### src/rtl/aes_arb_pkg.sv
// Shared types and constants for the two-requester AES core arbiter.
package aes_arb_pkg;

    localparam int BLOCK_W         = 128;
    localparam int TIMEOUT_DEFAULT = 1024;

    typedef enum logic [1:0] {
        ST_IDLE  = 2'd0,
        ST_START = 2'd1,
        ST_WAIT  = 2'd2,
        ST_DONE  = 2'd3
    } arb_state_t;

    typedef struct packed {
        logic               dec;
        logic [BLOCK_W-1:0] key;
        logic [BLOCK_W-1:0] text;
    } job_t;

endpackage

### src/rtl/aes_arb_slot.sv
// One requester slot: pending flag, operand buffer and ready indication.
module aes_arb_slot
    import aes_arb_pkg::*;
(
    input  logic               clk,
    input  logic               rst_n,
    input  logic               req_start,
    input  logic               req_dec,
    input  logic [BLOCK_W-1:0] req_key,
    input  logic [BLOCK_W-1:0] req_text,
    input  logic               clear,
    output logic               rdy,
    output logic               pending,
    output job_t               job
);

    logic pending_reg;
    job_t job_reg;

    // Operands are frozen while a job is pending so the arbiter can copy them later.
    always_ff @(posedge clk or negedge rst_n) begin
        if (!rst_n) begin
            pending_reg <= 1'b0;
            job_reg     <= '0;
        end else if (clear) begin
            pending_reg <= 1'b0;
        end else if (req_start && !pending_reg) begin
            pending_reg <= 1'b1;
            job_reg     <= {req_dec, req_key, req_text};
        end
    end

    assign rdy     = !pending_reg;
    assign pending = pending_reg;
    assign job     = job_reg;

endmodule

### src/rtl/aes_arbiter.sv
// Round-robin arbiter sharing one AES core between two requesters.
// Optional WAIT timeout abort is enabled by defining AES_ARB_TIMEOUT_EN.
module aes_arbiter
    import aes_arb_pkg::*;
#(
    parameter int TIMEOUT_CYCLES = TIMEOUT_DEFAULT
) (
    input  logic               i_Clk,
    input  logic               i_Rst,
    input  logic               i_Req0_fStart,
    input  logic               i_Req1_fStart,
    input  logic               i_Req0_fDec,
    input  logic               i_Req1_fDec,
    input  logic [BLOCK_W-1:0] i_Req0_Key,
    input  logic [BLOCK_W-1:0] i_Req1_Key,
    input  logic [BLOCK_W-1:0] i_Req0_Text,
    input  logic [BLOCK_W-1:0] i_Req1_Text,
    output logic               o_Rdy0,
    output logic               o_Rdy1,
    output logic               o_Done0,
    output logic               o_Done1,
    output logic [BLOCK_W-1:0] o_Res_Text,
    output logic               o_Err,
    output logic               o_Busy,
    output logic               o_Grant,
    output logic               o_AES_fStart,
    output logic               o_AES_fDec,
    output logic [BLOCK_W-1:0] o_AES_Key,
    output logic [BLOCK_W-1:0] o_AES_Text,
    input  logic               i_AES_fDone,
    input  logic [BLOCK_W-1:0] i_AES_Text
);

    if (TIMEOUT_CYCLES < 1) begin : g_bad_timeout
        $error("TIMEOUT_CYCLES must be at least 1");
    end

    logic [1:0]         req_start;
    logic [1:0]         req_dec;
    logic [BLOCK_W-1:0] req_key  [2];
    logic [BLOCK_W-1:0] req_text [2];
    logic [1:0]         clear;
    logic [1:0]         rdy;
    logic [1:0]         pending;
    job_t               slot_job [2];

    arb_state_t         state_reg, state_next;
    logic               grant_reg, grant_next;
    logic               ptr_reg;
    logic               load_ops, capture_res, wait_expired;
    logic               aes_dec_reg;
    logic [BLOCK_W-1:0] aes_key_reg, aes_text_reg, res_reg;
    logic [1:0]         done_reg;

    assign req_start   = {i_Req1_fStart, i_Req0_fStart};
    assign req_dec     = {i_Req1_fDec, i_Req0_fDec};
    assign req_key[0]  = i_Req0_Key;
    assign req_key[1]  = i_Req1_Key;
    assign req_text[0] = i_Req0_Text;
    assign req_text[1] = i_Req1_Text;

    for (genvar gi = 0; gi < 2; gi++) begin : g_slot
        // A slot is released in the DONE cycle, so its ready rises the cycle after.
        assign clear[gi] = (state_reg == ST_DONE) && (grant_reg == 1'(gi));

        aes_arb_slot u_slot (
            .clk       (i_Clk),
            .rst_n     (i_Rst),
            .req_start (req_start[gi]),
            .req_dec   (req_dec[gi]),
            .req_key   (req_key[gi]),
            .req_text  (req_text[gi]),
            .clear     (clear[gi]),
            .rdy       (rdy[gi]),
            .pending   (pending[gi]),
            .job       (slot_job[gi])
        );
    end

    always_comb begin
        state_next  = state_reg;
        grant_next  = grant_reg;
        load_ops    = 1'b0;
        capture_res = 1'b0;
        case (state_reg)
            ST_IDLE: begin
                if (|pending) begin
                    grant_next = (&pending) ? ptr_reg : pending[1];
                    load_ops   = 1'b1;
                    state_next = ST_START;
                end
            end
            ST_START: state_next = ST_WAIT;
            ST_WAIT: begin
                if (i_AES_fDone) begin
                    capture_res = 1'b1;
                    state_next  = ST_DONE;
                end else if (wait_expired) begin
                    state_next  = ST_DONE;
                end
            end
            ST_DONE: state_next = ST_IDLE;
            default: state_next = ST_IDLE;
        endcase
    end

    always_ff @(posedge i_Clk or negedge i_Rst) begin
        if (!i_Rst) begin
            state_reg    <= ST_IDLE;
            grant_reg    <= 1'b0;
            ptr_reg      <= 1'b0;
            aes_dec_reg  <= 1'b0;
            aes_key_reg  <= '0;
            aes_text_reg <= '0;
            res_reg      <= '0;
            done_reg     <= '0;
        end else begin
            state_reg <= state_next;
            grant_reg <= grant_next;
            done_reg  <= '0;
            if (load_ops) begin
                aes_dec_reg  <= slot_job[grant_next].dec;
                aes_key_reg  <= slot_job[grant_next].key;
                aes_text_reg <= slot_job[grant_next].text;
            end
            if (capture_res) begin
                res_reg <= i_AES_Text;
            end
            if (state_reg == ST_DONE) begin
                done_reg[grant_reg] <= 1'b1;
                ptr_reg             <= ~grant_reg;
            end
        end
    end

`ifdef AES_ARB_TIMEOUT_EN
    localparam int CNT_W = $clog2(TIMEOUT_CYCLES) + 1;

    logic [CNT_W-1:0] wait_cnt_reg;
    logic             err_pend_reg;
    logic             err_reg;

    assign wait_expired = (wait_cnt_reg == CNT_W'(TIMEOUT_CYCLES - 1));

    // The counter sits at zero outside WAIT, so every WAIT entry starts a fresh count.
    always_ff @(posedge i_Clk or negedge i_Rst) begin
        if (!i_Rst) begin
            wait_cnt_reg <= '0;
            err_pend_reg <= 1'b0;
            err_reg      <= 1'b0;
        end else begin
            wait_cnt_reg <= (state_reg == ST_WAIT) ? wait_cnt_reg + 1'b1 : '0;
            err_reg      <= (state_reg == ST_DONE) && err_pend_reg;
            if (state_reg == ST_DONE) begin
                err_pend_reg <= 1'b0;
            end else if (state_reg == ST_WAIT && !i_AES_fDone && wait_expired) begin
                err_pend_reg <= 1'b1;
            end
        end
    end

    assign o_Err = err_reg;
`else
    assign wait_expired = 1'b0;
    assign o_Err        = 1'b0;
`endif

    assign o_Rdy0       = rdy[0];
    assign o_Rdy1       = rdy[1];
    assign o_Done0      = done_reg[0];
    assign o_Done1      = done_reg[1];
    assign o_Res_Text   = res_reg;
    assign o_Busy       = (state_reg != ST_IDLE);
    assign o_Grant      = grant_reg;
    assign o_AES_fStart = (state_reg == ST_START);
    assign o_AES_fDec   = aes_dec_reg;
    assign o_AES_Key    = aes_key_reg;
    assign o_AES_Text   = aes_text_reg;

endmodule

### config.mk
export PLATFORM = sky130hd
export DESIGN_NAME = aes_arbiter
export DESIGN_NICKNAME = d
export VERILOG_FILES = /design/src/rtl/aes_arb_pkg.sv /design/src/rtl/aes_arb_slot.sv /design/src/rtl/aes_arbiter.sv
export SDC_FILE = /design/constraint.sdc
export NUM_CORES = 1
export LEC_CHECK = 0
export ABC_AREA = 1
export CAP_MARGIN = 20
export CORE_AREA = 2 2 409 411
export CTS_CLUSTER_SIZE = 28
export DETAILED_ROUTE_END_ITERATION = 8
export DIE_AREA = 0 0 411 413
export GPL_ROUTABILITY_DRIVEN = 0
export HOLD_SLACK_MARGIN = 0.1
export PLACE_DENSITY = 0.52
export SLEW_MARGIN = 20
export SYNTH_ARGS = -nofsm -noshare
export SYNTH_HDL_FRONTEND = slang
export SYNTH_SLANG_ARGS = --single-unit
### constraint.sdc
create_clock -name i_Clk -period 3.9 [get_ports i_Clk]
set_input_delay 0.78 -clock i_Clk [delete_from_list [all_inputs] [get_ports i_Clk]]
set_output_delay 0.78 -clock i_Clk [all_outputs]
set_load 0.03 [all_outputs]
; ---- Word-level counts from Yosys, hierarchy flattened
; Cells that the tools add are included.
[totals]
ff_bits = 907
input_bits = 647
out_inout_bits = 393
wordCells = 64
[op_classes]
n_lt_le_gt_ge = 3
n_eq_ne = 5
mux = 20
n_bitwise = 4
reduce_logical = 16
[op_table]
columns = operator, count
row1 = two-way mux 257 bit, 3
row2 = two-way mux 1 bit, 12
row3 = case mux 2 bit (4 select lines), 1
row4 = AND reduction 2 bit, 4
row5 = two-way mux 2 bit, 3
row6 = nonzero test 2 bit, 3
row7 = logical AND 1 bit, 5
row8 = "equality test 2 bit, second input constant", 2
row9 = "inequality test 2 bit, second input constant", 2
row10 = NOT 1 bit, 3
row11 = "equality test 2 x 1 -> 1 bit, second input constant", 1
row12 = ">= comparator 2 bit, second input constant", 1
row13 = zero test 1 bit, 2
row14 = zero test 2 bit, 1
row15 = "less-than comparator 1 x 2 -> 1 bit, second input constant", 1
row16 = NOT 1 -> 2 bit, 1
row17 = OR reduction 2 bit, 1
row18 = demux 1 bit (select 1 bit), 1
row19 = ">= comparator 1 bit, second input constant", 1

; ---- Longest topological paths before layout
[depth]
depth_word = 8
mapped_depth = 10
depth_no_buf = 8

; ---- Cells and area by module
; A second synthesis with hierarchy kept.
[unflattened]
hier_cells = 4761
hier_area_um2 = 39974.6
[modules_own_cells]
columns = mod, n_inst, cells_each, area_per_inst_um2, seq_area_each_um2
row1 = aes_arb_slot, 2, 1119, 10177.3, 6456.2
row2 = aes_arbiter, 1, 2523, 19620.1, 9784.4

; ---- Worst setup path after synthesis
; Ideal clock, no wire load.
[synth_path]
path_kind = input to register
from = input port i_AES_fDone
to = register res_reg[100] (netlist: o_Res_Text[100])
setup_time_ns = 0.125
t_arrival_ns = 1.631
required_time_ns = 3.775
setup_slack_ns = 2.145
stages = 4
path_buffers = 2
path_cell_list = nand2_1 > clkbuf_1 > buf_2 > mux2_2
[synth_via]
elab_chain_len = 2
[synth_rtl]
columns = element, line_no
row1 = "start, declared", aes_arbiter.sv:30  ; input logic i_AES_fDone,
row2 = two-way mux 1 bit, aes_arbiter.sv:95  ; if (i_AES_fDone) begin
row3 = two-way mux 1 bit, aes_arbiter.sv:85  ; case (state_reg)
row4 = "end signal, assigned", aes_arbiter.sv:127  ; res_reg <= i_AES_Text;
row5 = "end, declared", aes_arbiter.sv:52  ; logic [BLOCK_W-1:0] aes_key_reg, aes_text_reg, res_reg;
; Every way passes these cells.
; A chain may end at the register's enable or synchronous reset.

; ---- Worst setup path in the final report
[layout_path]
from = register state_reg[1]
to = output port o_Busy
[layout_via]
elab_chain_len = 1
[layout_rtl]
columns = element, line_no
row1 = "start, declared", aes_arbiter.sv:47  ; arb_state_t state_reg, state_next;
row2 = "start signal, assigned", aes_arbiter.sv:118  ; state_reg <= state_next;
row3 = nonzero test 2 bit, aes_arbiter.sv:173  ; assign o_Busy = (state_reg != ST_IDLE);
row4 = "end, declared", aes_arbiter.sv:24  ; output logic o_Busy,
; Every way passes these cells.

==> results.md <==
- Worst reg-to-reg path cell count: 6
- Synthesized area: roughly 39,000 sq um
- Final period util: 82.18%
- Synth unique cells: 22
- CP endpoint kind: primary output
- Initial antenna violation count: 44
- Final instance area: 55,020 sq um
- Number of global-route vias before repair: 32.70k
- DIE HEIGHT: 413 um
- Core area: approximately 170,000 sq um
- Tot Pwr: 48.52 mW
- Worst Hold Class: reg2reg
- Most Frequent Cell on Critical Path: inv_1
- Outcome: finished clean
- Critical path buffer and inverter count: 3
- Register clock-pin slew on the reported worst setup and hold paths: 0.06 ns
- CP Class: reg2out
- Rel. slew slack: 39.40%
- Total global routing overflow: 0
- Synth area leaders: dfrtp_1, nand2_1, inv_1
- Clock Latency Late Sink: roughly 0.71 ns
- Crit-path cells: inv_1 > ha_1 > inv_1 > clkdlybuf4s50_1
- Critical Path RT: 3.12 ns
- Setup slack, reg-to-reg: 1.16 ns
- Max Fclk: 312.0 MHz
- Rows: 150
- Hold endpoint: o_AES_Text[84]
- Cell Pwr Density: 881.8 nW/um^2
- Largest net degree at the start of global routing: 170
- Postcts setup bufs: 0
- Worst R2R Start: g_slot[0].u_slot.pending
- WL per Instance: 19.22 um
- Post-Route Utilization: 33.16%
- Routed Antenna Nets: 0
- CTS resizes: 0
- Cell area after placement: around 52,000 sq um
- Synthesis Warnings: 0
- Unrepaired setup endpoints after global routing: no
- Ports: 1,040
- First-pass GRT wire length: between 200,000 and 250,000 um
- DRC: 0
- Final Critical Period: ~3.2 ns
- Hold path startpoint: o_AES_Text[84]
- Max-cap violations: 0
- Post-Syn Area per Cell: 8.738 sq um
- DIE WIDTH: 411 um
- HPWL Detailed: approximately 110,000 um
- Final Hold Vio Count: 0
- CTS tree: built
- Peak VDD IR: 0.4883 mV
- H-tree level count: 3
- GRT Total Usage: 17.08%
- Synth top area share: 58.66%
- Clk sink count: 907
- Layout cells sized above 1: under 10%
- Max FO, Critical Path: 4
- DRT Pass-1 Iters: 5
- Synthesized flop and latch total: 907
- Cells after synthesis: about 4.4k
- Post-placement cell count: ~7.5k
- Cell taking the most area after synthesis: dfrtp_1
- Slew Limit Fails: 0
- Via count: 32.40k
- Max reg flops: 514
- CP arrival: ~2.4 ns
- Clock root cell: clkbuf_16
- DR vias/cell: 4.203
- Slowest stage delay, CP: 0.84 ns
- Reg-to-reg endpoint: o_AES_Text[40]
- Finished Layout Cells: 7,709
- Port bufs: 1,038
- Clock buffer count from CTS: around 110
- CP top delay family: buffers and inverters
- Mapped Nets: 5,079
- Worst Skew: approximately 0.048 ns
- Final setup fails: 0
- Final WL: between 100,000 and 150,000 um
- Clock buffer depth: 3
- Worst-Margin Slew: a little over 0.9 ns
- # hold bufs at CTS: 1
- Static Leak: 27.30 nW
- Initial drt markers: 2,263
- Setup TNS: 0 ns
- Starting Density: 23.32%
- Final net count: 6,064
- Hold Path Depth: 2
- Total die area: approximately 170,000 sq um
- Part of the Yosys area used for sequential elements: between 50% and 60%
- Slowest stage cell, crit path: clkdlybuf4s50_1
- P&R area growth vs syn: 42.20%
- Worst Setup Start Kind: flip-flop
stage by stage:
| stage | hold slack (ns) | setup WS [ns] |
|---|---|---|
| finish | 0.4753 | 0.6950 |
| global placement | 0.4615 | 1.052 |
| CTS | 0.4801 | 0.5746 |
| global route | 0.4862 | 0.5532 |
| detailed placement | 0.4639 | 1.076 |
| floorplan | 0.4530 | 2.145 |
cells in the final DEF, fill, tap and decap left out, types with 2 or more instances in the layout:
cell             netlist  layout
nand3_1              260     258
clkbuf_1              26      30
nand3_4                0       3
nor2_1               262     262
diode_2                0       8
inv_1                778     778
clkinvlp_4             0       4
clkbuf_16              0     106
a21oi_1              515     515
ha_1                   4       4
bufinv_16              0       4
nand2_8                0       2
clkinv_2               0      17
buf_4                 57      86
clkdlybuf4s50_1        0    1037
o21ai_1              145     145
mux2_2               128     128
clkinv_16              0       3
buf_12                 0      23
inv_2                  2       2
nand2_1             1035    1034
dfrtp_1              907     907
inv_6                  0       4
clkbuf_8               0      21
o21ai_0              115     115
how the worst max path moves through the flow:
stage                        startpoint              end  slack, ns  depth (start not counted)
6_report                   state_reg[1]           o_Busy       0.70                          4
3_5_place_dp   g_slot[1].u_slot.pending    o_AES_Text[5]       1.08                          6
3_3_place_gp   g_slot[0].u_slot.pending    o_AES_Text[6]       1.05                          6
2_1_floorplan               i_AES_fDone  o_Res_Text[100]       2.14                          4
4_1_cts                    state_reg[1]           o_Busy       0.57                          4
5_1_grt                       flip-flop          o_Grant       0.55                          1
final cells by class:
| type | instances | area (sq um) |
|---|---|---|
| Fill cell | 17390 | 110900 |
| Sequential cell | 907 | 22700 |
| Multi-Input combinational cell | 2471 | 11660 |
| Timing Repair Buffer | 1148 | 11510 |
| Clock buffer | 157 | 3054 |
| Inverter | 780 | 2928 |
| Tap cell | 2204 | 2758 |
| Clock inverter | 34 | 389.1 |
| Antenna cell | 8 | 20.02 |
worst register-to-register path: stages (launching register included):
cell     delay (ns)
dfrtp_1        0.48
o21ai_4        0.73
nand2_8        0.62
buf_12         0.48
nand3_1        0.24
nand2_1        0.06
nand2_1        0.05
Yosys cell counts:
cell type	instances
o21ai_2	1
mux2_2	128
nor2_1	262
o21ai_1	145
inv_2	2
nand2_1	1035
nand3_2	1
dfrtp_1	907
ha_1	4
buf_4	57
a22oi_1	1
buf_2	182
nand2_2	2
buf_1	2
inv_1	778
buf_6	3
clkbuf_1	26
nand3_1	260
conb_1	1
or2_1	1
a21oi_1	515
o21ai_0	115
layer usage:
layer	GRT usage [%]	vias to the layer above	wire length, um
met4	4.118	46	3396
li1	-	15600	-
met3	5.538	217	11580
met1	21.96	15560	63300
met5	0	-	288
met2	27.71	984	69600
where the power goes:
| part | switching, mW | internal, mW | total [mW] |
|---|---|---|---|
| sequential | 2.19 | 13.9 | 16.1 |
| combinational | 14.0 | 8.46 | 22.5 |
| clock | 4.22 | 5.70 | 9.92 |
logic make-up after synthesis:
logic type / share of synthesized area [%]
AO/OA/AOI/OAI: 10.07
flip-flops: 58.66
multiplexers: 3.725
AND/OR/NAND/NOR: 16.02
other: 0.009692
buffers and inverters: 11.39
adder cells (fa/ha/maj): 0.1294
Note: power is estimated with default switching activity, not from simulation.
